===== src/rtl/unidad_control.sv =====
// Hardwired control unit for the UnidadDatos datapath: sequences one 8-bit
// register-transfer instruction into 1-3 single-bus micro-steps.
// Optional macro UC_RETIRE_CNT_EN adds a 16-bit retired-instruction counter.
module unidad_control (
    input  logic       clk,
    input  logic       rst_n,
    input  logic       in_valid,
    input  logic [7:0] instr,
    output logic       in_ready,
    output logic       done,
    output logic       err,
    output logic       Ra,
    output logic       Rb,
    output logic       Rc,
    output logic       Rac,
    output logic       Wa,
    output logic       Wb,
    output logic       Wc,
    output logic       Wac,
    output logic       Wt,
    output logic       S,
    output logic       R
`ifdef UC_RETIRE_CNT_EN
    ,
    output logic [15:0] retired
`endif
);

    localparam int unsigned N_STEP_MAX = 3;
    // One state per micro-step kind plus IDLE.
    localparam int unsigned ST_W       = $clog2(N_STEP_MAX + 1);
    localparam int unsigned STRB_W     = 11;

    localparam logic [1:0] OP_MOV = 2'b00;
    localparam logic [1:0] OP_ADD = 2'b01;
    localparam logic [1:0] OP_CLR = 2'b11;
    localparam logic [1:0] REG_AC = 2'b11;

    // Strobe word layout: {Ra, Rb, Rc, Rac, Wa, Wb, Wc, Wac, Wt, S, R}
    localparam logic [STRB_W-1:0] STB_RA  = 11'h400;
    localparam logic [STRB_W-1:0] STB_WA  = 11'h040;
    localparam logic [STRB_W-1:0] STB_WAC = 11'h008;
    localparam logic [STRB_W-1:0] STB_WT  = 11'h004;
    localparam logic [STRB_W-1:0] STB_S   = 11'h002;
    localparam logic [STRB_W-1:0] STB_R   = 11'h001;

    typedef enum logic [ST_W-1:0] {IDLE, CARGA_T, OPERA, GUARDA} state_t;

    state_t              state;
    state_t              first_step;
    state_t              next_step;
    logic [1:0]          op_q, x_q, y_q, z_q;
    logic [STRB_W-1:0]   strb;

    function automatic logic [STRB_W-1:0] rd_sel(input logic [1:0] c);
        return STB_RA >> c;
    endfunction

    function automatic logic [STRB_W-1:0] wr_sel(input logic [1:0] c);
        return STB_WA >> c;
    endfunction

    // Strobes for a given micro-step; exactly one reader at most by construction.
    function automatic logic [STRB_W-1:0] decode(input state_t st, input logic [1:0] op,
                                                 input logic [1:0] x, input logic [1:0] y,
                                                 input logic [1:0] z);
        logic [STRB_W-1:0] s;
        s = '0;
        case (st)
            CARGA_T: s = rd_sel(y) | STB_WT;
            OPERA: begin
                if (op == OP_CLR) s = STB_WAC;
                else              s = rd_sel(x) | STB_WAC | ((op == OP_ADD) ? STB_S : STB_R);
            end
            GUARDA: begin
                if (op == OP_MOV) s = (z == REG_AC) ? '0 : (rd_sel(x) | wr_sel(z));
                else              s = rd_sel(REG_AC) | wr_sel(z);
            end
            default: s = '0;
        endcase
        return s;
    endfunction

    always_comb begin
        first_step = CARGA_T;
        if (instr[7:6] == OP_MOV)      first_step = GUARDA;
        else if (instr[7:6] == OP_CLR) first_step = OPERA;

        next_step = IDLE;
        case (state)
            CARGA_T: next_step = OPERA;
            OPERA:   next_step = (z_q == REG_AC) ? IDLE : GUARDA;
            default: next_step = IDLE;
        endcase
    end

    assign {Ra, Rb, Rc, Rac, Wa, Wb, Wc, Wac, Wt, S, R} = strb;

    always_ff @(posedge clk or negedge rst_n) begin
        if (!rst_n) begin
            state    <= IDLE;
            op_q     <= '0;
            x_q      <= '0;
            y_q      <= '0;
            z_q      <= '0;
            strb     <= '0;
            in_ready <= 1'b0;
            done     <= 1'b0;
            err      <= 1'b0;
`ifdef UC_RETIRE_CNT_EN
            retired  <= '0;
`endif
        end else begin
            done <= 1'b0;
            err  <= 1'b0;
            if (state == IDLE) begin
                if (in_ready && in_valid) begin
                    op_q     <= instr[7:6];
                    x_q      <= instr[5:4];
                    y_q      <= instr[3:2];
                    z_q      <= instr[1:0];
                    state    <= first_step;
                    strb     <= decode(first_step, instr[7:6], instr[5:4], instr[3:2], instr[1:0]);
                    in_ready <= 1'b0;
                end else begin
                    in_ready <= 1'b1;
                end
            end else if (next_step == IDLE) begin
                // Last micro-step ends: retire and reopen for the next instruction.
                state    <= IDLE;
                strb     <= '0;
                done     <= 1'b1;
                err      <= (op_q == OP_MOV) && (z_q == REG_AC);
                in_ready <= 1'b1;
`ifdef UC_RETIRE_CNT_EN
                retired  <= retired + 16'd1;
`endif
            end else begin
                state <= next_step;
                strb  <= decode(next_step, op_q, x_q, y_q, z_q);
            end
        end
    end

endmodule


===== config.mk =====
export PLATFORM = sky130hd
export DESIGN_NAME = unidad_control
export DESIGN_NICKNAME = d
export VERILOG_FILES = /design/src/rtl/unidad_control.sv
export SDC_FILE = /design/constraint.sdc
export NUM_CORES = 1
export LEC_CHECK = 0
export ABC_CLOCK_PERIOD_IN_PS = 3270
export BUFFER_PORTS_ARGS = -buffer_cell sky130_fd_sc_hd__buf_2
export CAP_MARGIN = 5
export CORE_MARGIN = 2
export CORE_UTILIZATION = 58
export CTS_CLUSTER_SIZE = 14
export DETAILED_ROUTE_END_ITERATION = 16
export PLACE_DENSITY_LB_ADDON = 0.15
export RECOVER_POWER = 50
export SYNTH_ARGS = -nofsm -noshare
export SYNTH_HDL_FRONTEND = slang
export SYNTH_SLANG_ARGS = --single-unit

===== constraint.sdc =====
create_clock -name clk -period 3.27 [get_ports clk]
set_clock_uncertainty 0.15 [all_clocks]
set_input_delay 0.327 -clock clk [delete_from_list [all_inputs] [get_ports clk]]
set_output_delay 0.327 -clock clk [all_outputs]
set_load 0.005 [all_outputs]

==> run metrics <==
Crit Path Max Fanout 14; leakage power 0.719 nW; dpl ws 0.914 ns; R2R Path Start state[0]; largest net degree at the start of global routing 25; slew of the pin with the lowest slew margin 1.30 ns; maximum vdd drop 0.622 mV; hold_sp instr[1]; worst skew pair latency 0.31 ns; dominant register cell in the synthesized netlist dfrtp_1; Initial Util 61.0%; FP Rows 17; met1 Resource Use GR 35.5%; Routed WL per cell 16.1 microns; FF-to-FF path depth 6; Mapped Area 1350 sq um; most common cell after layout, fill and taps aside dfrtp_1; Ports 25; Worst R2R Setup Slack 0.80 ns; gr busiest metal met2; hold endpoint z_q[1]; Max Freq 404 MHz; Clock Pin Slew Worst Setup and Hold Paths 0.12 ns; fill count 170; clock sink count 24; fraction of layout cells with a size suffix above 1 22.3%; core footprint 2210 sq um; Syn Area/Cell 10.2 sq um; CTS tree yes; CP bufs+invs 1; CP required 3.32 ns; Distinct cells, synth 42; max incr delay on CP 0.54 ns; setup TNS 0 ns; Seq/Total Area, Yosys 44.5%; post-synth top area cell dfrtp_1; first-pass GRT wire length 5200 microns; post-layout minimum cycle time 2.47 ns; Post-Syn Nets 150; RR Endpoint strb[10]; met2 usage in global routing 42.0%; Mapped Cells 132; fin crit share 75.7%; commonest non-fill, non-tap cells in the layout dfrtp_1 (24), buf_2 (22), nand2_1 (14); final hold vios 0; H-tree levels 1; DR pass1 iterations 4; DRT iter0 DRCs 30; Slew Limit Fails 0; Max transition margin 13.3%; gp weighted congestion 0.873; via count 1145; MaxCap Viol Count 0; CP top delay family simple AND/OR/NAND/NOR gates; # DRC 0; area delta synth->final 12.2%; Die W 52.2 microns; unrepaired setup endpoints after global routing no; CP Launch Type register; met3 Resource Use GR 3.43%; worst hold margin 0.142 ns; CP Data Arrival Time 2.52 ns; CTS root buf clkbuf_4; Slowest cell on crit path nand3_1; CP endpoint kind register; GRT Total Usage 25.7%; share of the synthesized area in the top cell type 44.5%; Hold WC Path Type in -> reg; final worst-path setup slack 0.796 ns; Die Y 52.2 microns; initial antenna violation count 0; input/output buffers 24; status finished clean; Pwr per Cell Area 844 nW/um^2; post-synthesis async set-or-reset flop share 100%; placed instance area 1480 sq um; post-DP HPWL 2210 microns; Synth area leaders dfrtp_1 (45%), ha_1 (6.5%), mux2_2 (5.0%), nand2_1 (3.9%), o21ai_0 (3.3%); Final nets 177; DR vias/cell 6.19; die area 2730 sq um; ANT cells 0; Post-synth EDFFs 0; # Post-CTS Setup Buffers 0; hold path depth 2; post-route cell area 1510 sq um; Setup violations, final 0; WS Path Type reg -> reg; antenna-violating nets left 0; number of global-route vias before repair 1111; synthesized flop and latch total 24; crit-path cells inv_1 -> ha_1 -> nand3_1 -> or2b_1 -> o21bai_1 -> o311ai_0; Routed WL 2980 microns; number of CTS-inserted buffers 3; Syn. warnings 0; Congestion Overflow GR 0; Longest Clk Path Bufs 2
worst max path at each step:
stage	start	to	cells after the start
6_report	state[0]	strb[10]	6
5_1_grt	state[0]	strb[10]	6
4_1_cts	state[0]	strb[10]	6
3_5_place_dp	state[0]	strb[10]	6
3_3_place_gp	state[0]	strb[10]	6
2_1_floorplan	state[0]	strb[8]	6
flip-flops by register name, summed over array words and instances, names as in the netlist:
register,count
strb,11
op_q,2
state,2
x_q,2
y_q,2
z_q,2
done,1
err,1
in_ready,1
layer usage:
metal	vias to the layer above	wire length [microns]
li1	537	-
met2	46	1430
met1	553	1340
met5	-	0
met3	9	160
met4	0	49
power by group:
group | internal (W) | switching (W) | leakage, nW
registers | 0.000426 | 0.000120 | 0.305
clock network | 0.0000431 | 0.0000847 | 0.0138
logic | 0.000267 | 0.000337 | 0.400
layout make-up:
class                      count  area (sq um)  share of cell area (%)
multi-input combinational     95           691                    45.6
sequential                    24           601                    39.7
timing repair buffer          25           128                    8.43
inverter                      10          37.5                    2.48
tap                           28          35.0                    2.31
clock buffer                   3          22.5                    1.49
cell usage after synthesis (all sizes together), types with 2 or more instances:
master  count
inv         9
a32oi       2
mux2i       2
nor2        6
a32o        3
or3         2
mux2        6
nand3       2
a21oi       8
nand4b      2
clkbuf      2
a21boi      4
nand3b      2
o21ai       9
nor4b       3
nand2      14
a221o       2
dfrtp      24
nor3b       3
ha          7
nor3        3
through the flow:
step | cells | total power (W) | utilization (%)
after floorplan | 132 | 0.000959 | -
after global placement | 181 | 0.00112 | 67.1
after detailed placement | 181 | 0.00115 | 67.1
after CTS | 185 | 0.00128 | 68.6
after global routing | 185 | 0.00138 | 68.4
final | 185 | 0.00128 | 68.4
cell families after synthesis:
| logic type | share of synthesized area, % |
|---|---|
| DFF | 44.5 |
| muxes | 6.49 |
| and+or+nand+nor | 18.3 |
| AOI/OAI and AO/OA | 19.9 |
| adders and majority gates | 6.49 |
| buffers and inverters | 4.27 |
timing repair:
| action | 4_1_cts | 5_1_grt |
|---|---|---|
| resized for setup | 0 | 0 |
| hold endpoints to repair | 24 | 0 |
| hold buffers | 1 | 0 |
| endpoints found under the setup margin | 0 | 0 |
Power figures use the tool's default switching activity.
